==> src/rtl/embed_pkg.sv <==
// Shared widths and FSM encoding for the embedding sign-magnitude packer.
package embed_pkg;

    localparam int unsigned N_ELEM = 10;
    localparam int unsigned MAG_W  = 4;
    localparam int unsigned ELEM_W = MAG_W + 1;
    localparam int unsigned CNT_W  = $clog2(N_ELEM + 1);

    typedef enum logic [0:0] {
        FILL = 1'b0,
        HOLD = 1'b1
    } state_e;

endpackage

==> src/rtl/elem_sm_encode.sv <==
// Two's-complement to sign-magnitude lane encoder; the most negative code clamps.
module elem_sm_encode #(
    parameter int unsigned MAG_W = embed_pkg::MAG_W
) (
    input  logic [MAG_W:0]   i_elem,
    output logic             o_sign,
    output logic [MAG_W-1:0] o_mag,
    output logic             o_sat
);

    always_comb begin
        o_sign = i_elem[MAG_W];
        o_sat  = (i_elem == {1'b1, {MAG_W{1'b0}}});
        if (o_sat) begin
            o_mag = '1;
        end else if (o_sign) begin
            o_mag = ~i_elem[MAG_W-1:0] + MAG_W'(1);
        end else begin
            o_mag = i_elem[MAG_W-1:0];
        end
    end

endmodule

==> src/rtl/embedding_packer.sv <==
// Assembles encoded elements into sign-magnitude frames and holds each completed
// frame in an output register with its own valid/ready handshake.
module embedding_packer #(
    parameter int unsigned  N_ELEM = embed_pkg::N_ELEM,
    parameter int unsigned  MAG_W  = embed_pkg::MAG_W,
    localparam int unsigned CNT_W  = $clog2(N_ELEM + 1)
) (
    input  logic                    clk,
    input  logic                    rst_n,
    input  logic                    in_valid,
    output logic                    in_ready,
    input  logic [MAG_W:0]          in_elem,
    input  logic                    in_last,
    output logic                    out_valid,
    input  logic                    out_ready,
    output logic [N_ELEM*MAG_W-1:0] out_mag,
    output logic [N_ELEM-1:0]       out_sign,
    output logic [CNT_W-1:0]        out_count,
    output logic                    out_sat
);

    embed_pkg::state_e       r_state;
    logic [CNT_W-1:0]        r_idx;
    logic [N_ELEM*MAG_W-1:0] r_asm_mag;
    logic [N_ELEM-1:0]       r_asm_sign;
    logic                    r_asm_sat;

    logic                    r_out_valid;
    logic [N_ELEM*MAG_W-1:0] r_out_mag;
    logic [N_ELEM-1:0]       r_out_sign;
    logic [CNT_W-1:0]        r_out_count;
    logic                    r_out_sat;

    logic                    w_enc_sign;
    logic [MAG_W-1:0]        w_enc_mag;
    logic                    w_enc_sat;
    logic [N_ELEM*MAG_W-1:0] w_frm_mag;
    logic [N_ELEM-1:0]       w_frm_sign;
    logic                    w_frm_sat;
    logic [CNT_W-1:0]        w_frm_cnt;
    logic                    w_accept;
    logic                    w_complete;
    logic                    w_load_fill;
    logic                    w_load_hold;

    elem_sm_encode #(
        .MAG_W (MAG_W)
    ) u_encode (
        .i_elem (in_elem),
        .o_sign (w_enc_sign),
        .o_mag  (w_enc_mag),
        .o_sat  (w_enc_sat)
    );

    assign in_ready    = (r_state == embed_pkg::FILL);
    assign w_accept    = in_valid && in_ready;
    assign w_complete  = w_accept && (in_last || (r_idx == CNT_W'(N_ELEM - 1)));
    assign w_load_fill = w_complete && (!r_out_valid || out_ready);
    assign w_load_hold = (r_state == embed_pkg::HOLD) && out_ready;

    // Assembly with the current element merged into lane r_idx.
    always_comb begin
        w_frm_mag  = r_asm_mag;
        w_frm_sign = r_asm_sign;
        for (int i = 0; i < int'(N_ELEM); i++) begin
            if (r_idx == CNT_W'(i)) begin
                w_frm_mag[MAG_W*i +: MAG_W] = w_enc_mag;
                w_frm_sign[i]               = w_enc_sign;
            end
        end
        w_frm_sat = r_asm_sat | w_enc_sat;
        w_frm_cnt = r_idx + CNT_W'(1);
    end

    always_ff @(posedge clk or negedge rst_n) begin
        if (!rst_n) begin
            r_state     <= embed_pkg::FILL;
            r_idx       <= '0;
            r_asm_mag   <= '0;
            r_asm_sign  <= '0;
            r_asm_sat   <= 1'b0;
            r_out_valid <= 1'b0;
            r_out_mag   <= '0;
            r_out_sign  <= '0;
            r_out_count <= '0;
            r_out_sat   <= 1'b0;
        end else begin
            unique case (r_state)
                embed_pkg::FILL: begin
                    if (w_load_fill) begin
                        r_idx      <= '0;
                        r_asm_mag  <= '0;
                        r_asm_sign <= '0;
                        r_asm_sat  <= 1'b0;
                    end else if (w_accept) begin
                        r_idx      <= w_frm_cnt;
                        r_asm_mag  <= w_frm_mag;
                        r_asm_sign <= w_frm_sign;
                        r_asm_sat  <= w_frm_sat;
                        if (w_complete) begin
                            r_state <= embed_pkg::HOLD;
                        end
                    end
                end
                embed_pkg::HOLD: begin
                    if (out_ready) begin
                        r_state    <= embed_pkg::FILL;
                        r_idx      <= '0;
                        r_asm_mag  <= '0;
                        r_asm_sign <= '0;
                        r_asm_sat  <= 1'b0;
                    end
                end
                default: r_state <= embed_pkg::FILL;
            endcase

            // A held frame (HOLD) and a freshly completed frame (FILL) never load together.
            if (w_load_fill || w_load_hold) begin
                r_out_valid <= 1'b1;
                r_out_mag   <= w_load_hold ? r_asm_mag  : w_frm_mag;
                r_out_sign  <= w_load_hold ? r_asm_sign : w_frm_sign;
                r_out_count <= w_load_hold ? r_idx      : w_frm_cnt;
                r_out_sat   <= w_load_hold ? r_asm_sat  : w_frm_sat;
            end else if (out_ready) begin
                r_out_valid <= 1'b0;
            end
        end
    end

    assign out_valid = r_out_valid;
    assign out_mag   = r_out_mag;
    assign out_sign  = r_out_sign;
    assign out_count = r_out_count;
    assign out_sat   = r_out_sat;

endmodule

==> config.mk <==
export PLATFORM = sky130hd
export DESIGN_NAME = embedding_packer
export DESIGN_NICKNAME = d
export VERILOG_FILES = /design/src/rtl/embed_pkg.sv /design/src/rtl/elem_sm_encode.sv /design/src/rtl/embedding_packer.sv
export SDC_FILE = /design/constraint.sdc
export NUM_CORES = 1
export LEC_CHECK = 0
export ABC_CLOCK_PERIOD_IN_PS = 2200
export BUFFER_PORTS_ARGS = -buffer_cell sky130_fd_sc_hd__buf_2
export CAP_MARGIN = 20
export CORE_UTILIZATION = 50
export CTS_BUF_LIST = sky130_fd_sc_hd__clkbuf_4
export DETAILED_ROUTE_END_ITERATION = 6
export GPL_TIMING_DRIVEN = 0
export PLACE_DENSITY = 0.71
export SYNTH_ARGS = -nofsm -noshare
export SYNTH_HDL_FRONTEND = slang
export SYNTH_SLANG_ARGS = --single-unit
==> constraint.sdc <==
create_clock -name clk -period 2.2 [get_ports clk]
set_input_delay 0.11 -clock clk [delete_from_list [all_inputs] [get_ports clk]]
set_output_delay 0.11 -clock clk [all_outputs]
set_load 0.01 [all_outputs]
# [Word level (Yosys, flattened, before mapping)]
# Cells that the tools add are included.
[word_totals] ff_bits=112 inputBits=10 output_inout_bits=57 elab_cells=86
[classes] add_sub_neg=2 n_eq_ne=12 n_mux=48 bitwise=3 reduce_logical=11
[op_table] operator="2-to-1 mux 40 bit" n=4
[op_table] operator="one-hot mux 40 bit (2 select lines)" n=1
[op_table] operator="2-to-1 mux 4 bit" n=16
[op_table] operator="2-to-1 mux 10 bit" n=4
[op_table] operator="one-hot mux 10 bit (2 select lines)" n=1
[op_table] operator="2-to-1 mux 1 bit" n=19
[op_table] operator="== test 4 x 3 -> 1 bit, second input constant" n=4
[op_table] operator="adder 4 x 1 -> 4 bit, second input constant" n=2
[op_table] operator="== test 4 x 2 -> 1 bit, second input constant" n=2
[op_table] operator="== test 4 bit, second input constant" n=2
[op_table] operator="one-hot mux 4 bit (2 select lines)" n=1
[op_table] operator="== test 5 bit, second input constant" n=1
[op_table] operator="== test 4 x 1 -> 1 bit, second input constant" n=1
[op_table] operator="logical AND 1 bit" n=4
[op_table] operator="logical NOT 4 bit" n=1
[op_table] operator="inverter 4 bit" n=1
[op_table] operator="one-hot mux 1 bit (2 select lines)" n=2
[op_table] operator="logical OR 1 bit" n=3
[op_table] operator="!= test 3 x 1 -> 1 bit, second input constant" n=1
[op_table] operator="!= test 2 bit, second input constant" n=1
[op_table] operator="AND reduction 2 bit" n=1
[op_table] operator="nonzero test 2 bit" n=1
[op_table] operator="logical NOT 1 bit" n=1
[op_table] operator="inverter 1 bit" n=1
[op_table] operator="OR 1 bit" n=1

# [Depth between registers and ports, before layout]
[logic_depth] depth_word=8 mapped_depth=8 ltp_nobuf=6

# [By module]
# Synthesis repeated with hierarchy kept, for this count alone.
[unflattened] hier_cells=516 hier_area_um2=5332.6
[by_module_without_submodules] mod="embedding_packer" n_inst=1 cells_per_inst=500 area_each_um2=5215.0 seq_area_each_um2=2802.7
[by_module_without_submodules] mod="elem_sm_encode" n_inst=1 cells_per_inst=16 area_each_um2=117.6 seq_area_each_um2=0.0

# [Worst setup path after synthesis]
# OpenSTA, ideal clock, no wires.
[synth_path] path_type="register -> register" from="register r_idx[1]" to="register r_out_mag[38], in the netlist out_mag[38]" setup_time_ns=0.087 arrival_ns=1.787 required_time_ns=2.113 slack_ns=0.326 stages_incl_launch_ff=9 n_path_buf=2 synth_period_minus_slack_ns=1.874 path_cell_list="dfrtp_1 inv_1 ha_1 and3b_1 buf_6 o311ai_4 buf_6 nand2_1 o211ai_1"
[synth_via] elab_chain_len=5 elab_cells_between_ends=7 cone_classes="eq/ne: 1; mux: 2; reduce/logical: 4"
[synth_lines] element="from (decl)" line="embedding_packer.sv:23" source="logic [CNT_W-1:0] r_idx;"
[synth_lines] element="from (signal assigned)" line="embedding_packer.sv:96" source="r_idx <= w_frm_cnt;"
[synth_lines] element="== test 4 bit *" line="embedding_packer.sv:57, embedding_packer.sv:66"
[synth_lines] element="logical OR 1 bit" line="embedding_packer.sv:57" source="assign w_complete = w_accept && (in_last || (r_idx == CNT_W'(N_ELEM - 1)));"
[synth_lines] element="logical AND 1 bit" line="embedding_packer.sv:57"
[synth_lines] element="logical AND 1 bit" line="embedding_packer.sv:58" source="assign w_load_fill = w_complete && (!r_out_valid || out_ready);"
[synth_lines] element="logical OR 1 bit" line="embedding_packer.sv:118" source="if (w_load_fill || w_load_hold) begin"
[synth_lines] element="to (signal assigned)" line="embedding_packer.sv:120" source="r_out_mag <= w_load_hold ? r_asm_mag : w_frm_mag;"
[synth_lines] element="to (decl)" line="embedding_packer.sv:29" source="logic [N_ELEM*MAG_W-1:0] r_out_mag;"
# Every way passes the cells marked *; elsewhere a longest branch is shown, timed or not.
# A chain may end at the register's enable or synchronous reset.

# [Worst setup path after layout]
[layout_path] from="register r_idx[0]" to="register r_out_mag[9], in the netlist out_mag[9]"
[layout_via] elab_chain_len=5 elab_cells_between_ends=8 cone_classes="eq/ne: 2; mux: 2; reduce/logical: 4"
[layout_lines] element="== test 4 bit" line="embedding_packer.sv:57"
[layout_lines] element="logical OR 1 bit" line="embedding_packer.sv:57"
[layout_lines] element="logical AND 1 bit" line="embedding_packer.sv:57"
[layout_lines] element="logical AND 1 bit" line="embedding_packer.sv:58"
[layout_lines] element="logical OR 1 bit" line="embedding_packer.sv:118"
# Parallel ways exist; a longest one is shown, timed or not.

==> out/results.txt <==
Routed wire per std cell: 20.2 µm
Final Max Tran Viols: 0
YS warnings: 0
CTS Sinks: 112
status: finished, final reports clean
first-pass detailed-route iteration total: 5
crit path cell chain: ha_4, and3b_1, buf_6, o211ai_2, buf_2, o21ai_0, a221o_1
fmax: 0.486 GHz
Ports: 67
DPL Wire Length: 8910 µm
Leak: 0.00266 µW
clock-pin slew on the worst setup and hold paths: 0.17 ns
Mapped Area: 5080 µm²
TritonCTS Buffers: 9
starting density of the core: 51.7%
Critical Path RT: 2.57 ns
Clock Tree Buf Depth: 2
Die Ht: 103 µm
commonest non-fill, non-tap cells in the layout: dfrtp_1 (112), buf_2 (69), nand2_1 (54)
CP endpoint kind: flip-flop
Remaining DRCs: 0
Final WS setup: 0.141 ns
commonest non-fill, non-tap cell in the layout: dfrtp_1
Worst R2R Setup Slack: 0.14 ns
filler instances: 831
Critical Path Fanout Max: 10
R2R cell count: 7
Distinct cells, synth: 51
syn avg cell area: 11.1 µm²
CP max stage delay: 0.50 ns
fraction of layout cells with a size suffix above 1: 22.2%
endpoints failing setup: 0
RR Endpoint: out_mag[9]
H-tree depth: 3
Final Wtd Congestion: 0.874
PD cells: 879 nW/µm²
total number of vias: 4205
Core Rows: 36
Post-Syn Nets: 474
Seq cells post-synth: 112
Post-Layout Cell Count: 678
largest net degree at the start of global routing: 75
placed cell count: 657
Final min period: 2.06 ns
Hold Crit Class: primary input to async pin
RSZ-0062 raised after global routing: no
initial antenna violation count: 0
fin crit share: 93.6%
core area: 9820 µm²
Final ANT Viol Nets: 0
crit path DAT: 2.43 ns
Iter 0 DRT Violations: 347
Die Wd: 103 µm
worst vdd ir: 0.413 mV
vias in the first global route: 4043
RR Startpoint: r_idx[0]
Worst-Margin Slew: 1.11 ns
Via-to-Cell Ratio: 6.20
die outline area: 10600 µm²
CTS root buf: clkbuf_4
CP max stage cell: dfrtp_1
gr ovfl total: 0
Diodes inserted: 0
sequential-to-total area share from yosys stat: 55.2%
pre-CTS setup slack: -0.314 ns
clock skew: 0.0144 ns
max-cap violations: 0
WL final: 13700 µm
worst-skew pair later-pin latency: 0.47 ns
port bufs: 64
first-pass GRT wire length: 21500 µm
synthesis-to-finish area growth: 14.8%
final hold viol count: 0
Total GRT Usage: 27.7%
Crit Path Category: flip-flop to flip-flop
fin nets: 556
Syn Inst Count: 459
Worst setup SP type: flip-flop
TritonCTS clock tree: yes
Max-slew headroom: 25.5%
==> flip-flops by register name, indices dropped and copies added, names as in the netlist <==
name,flops
r_asm_mag,40
out_mag,40
r_idx,4
r_state,1
out_valid,1
out_sign,10
r_asm_sign,10
out_sat,1
r_asm_sat,1
out_count,4
==> Yosys cell counts (all sizes together) <==
cell type | n | area, µm²
ha | 5 | 62.6
o21ai | 11 | 62.6
o311ai | 2 | 35.0
o2bb2ai | 40 | 350
inv | 49 | 184
and4bb | 1 | 12.5
a21boi | 1 | 7.51
and3b | 1 | 8.76
o41ai | 1 | 16.3
or2 | 1 | 6.26
or3 | 1 | 6.26
o41a | 1 | 11.3
a21oi | 14 | 70.1
a22o | 1 | 8.76
nand2b | 4 | 25.0
clkbuf | 7 | 26.3
dfrtp | 112 | 2800
nor2 | 10 | 37.5
nor3 | 5 | 25.0
and2b | 1 | 7.51
a32o | 9 | 90.1
o21a | 1 | 7.51
o22a | 1 | 8.76
buf | 19 | 144
nor2b | 3 | 18.8
mux2 | 1 | 11.3
nand3b | 2 | 27.5
nand3 | 19 | 95.1
a211oi | 3 | 40.0
a221o | 9 | 90.1
o2111ai | 1 | 15.0
o221ai | 39 | 342
a22oi | 2 | 15.0
a31oi | 5 | 31.3
o31ai | 10 | 80.1
and2 | 7 | 43.8
o211ai | 4 | 35.0
nand2 | 54 | 203
a32oi | 1 | 8.76
and3 | 1 | 6.26
==> report_power, final <==
| part | switching, µW | total [µW] | leakage, µW | internal, µW |
|---|---|---|---|---|
| registers | 218 | 2620 | 0.00153 | 2400 |
| clock network | 689 | 922 | 0.0000564 | 233 |
| logic | 987 | 1590 | 0.00107 | 600 |
==> through the flow <==
stage | TNS, ns | hold slack, ns | utilization [%] | total power (µW) | cell area, µm²
2_1_floorplan | 0 | -0.186 | - | 3590 | 5080
3_3_place_gp | -32.00 | 0.325 | 56.7 | 4140 | 5570
3_5_place_dp | -7.83 | 0.123 | 57.0 | 4180 | 5600
4_1_cts | 0 | 0.144 | 59.0 | 5100 | 5800
5_1_grt | 0 | 0.170 | 59.4 | 5430 | 5830
6_report | 0 | 0.125 | 59.4 | 5130 | 5830
==> metal layers <==
| layer | global-route usage [%] | up-vias | part of all wire (%) |
|---|---|---|---|
| met4 | 10.3 | 0 | 2.6 |
| met3 | 3.66 | 29 | 7.2 |
| met1 | 40.1 | 2100 | 44 |
| met2 | 42.8 | 198 | 46 |
| li1 | - | 1878 | - |
| met5 | 0 | - | 0 |
==> critical path, delay by kind of cell (launching register included) <==
kind	cells	cell delay, ns
AO/OA/AOI/OAI	3	0.64
flip-flops	1	0.50
buffers and inverters	2	0.40
adder cells (fa/ha/maj)	1	0.23
AND/OR/NAND/NOR	1	0.19
==> cell families after synthesis <==
kind of cell / Yosys count / share of synthesized area, %
compound gates: 156 / 26.1
fa+ha+maj: 5 / 1.23
buf+inv: 75 / 6.97
flops: 112 / 55.2
mux: 1 / 0.222
simple gates: 110 / 10.3
==> area by class of cell <==
class / count / area (µm²) / share of cell area, %
Clock inverter: 6 / 45.0 / 0.773
Tap cell: 133 / 166 / 2.85
Inverter: 49 / 184 / 3.15
Multi-Input combinational cell: 272 / 1970 / 33.8
Timing Repair Buffer: 71 / 415 / 7.12
Sequential cell: 112 / 2800 / 48.1
Buffer: 26 / 178 / 3.05
Clock buffer: 9 / 67.6 / 1.16
==> timing repair <==
item,CTS,global route
endpoints found under the setup margin,64,54
pin swaps,2,0
resized for setup,4,12
hold buffers,3,0
endpoints found under the hold margin,39,0
setup buffers,3,0
==> worst max path at each step <==
| stage | from | end | cells after the start |
|---|---|---|---|
| final | r_idx[0] | out_mag[9] | 7 |
| after global routing | r_idx[0] | out_mag[5] | 7 |
| after global placement | r_idx[1] | out_mag[34] | 7 |
| after detailed placement | r_idx[1] | out_mag[2] | 7 |
| after floorplan | r_idx[1] | out_mag[38] | 8 |
| after CTS | r_idx[1] | out_mag[25] | 7 |
No activity file was read; power rests on OpenSTA's default activity.
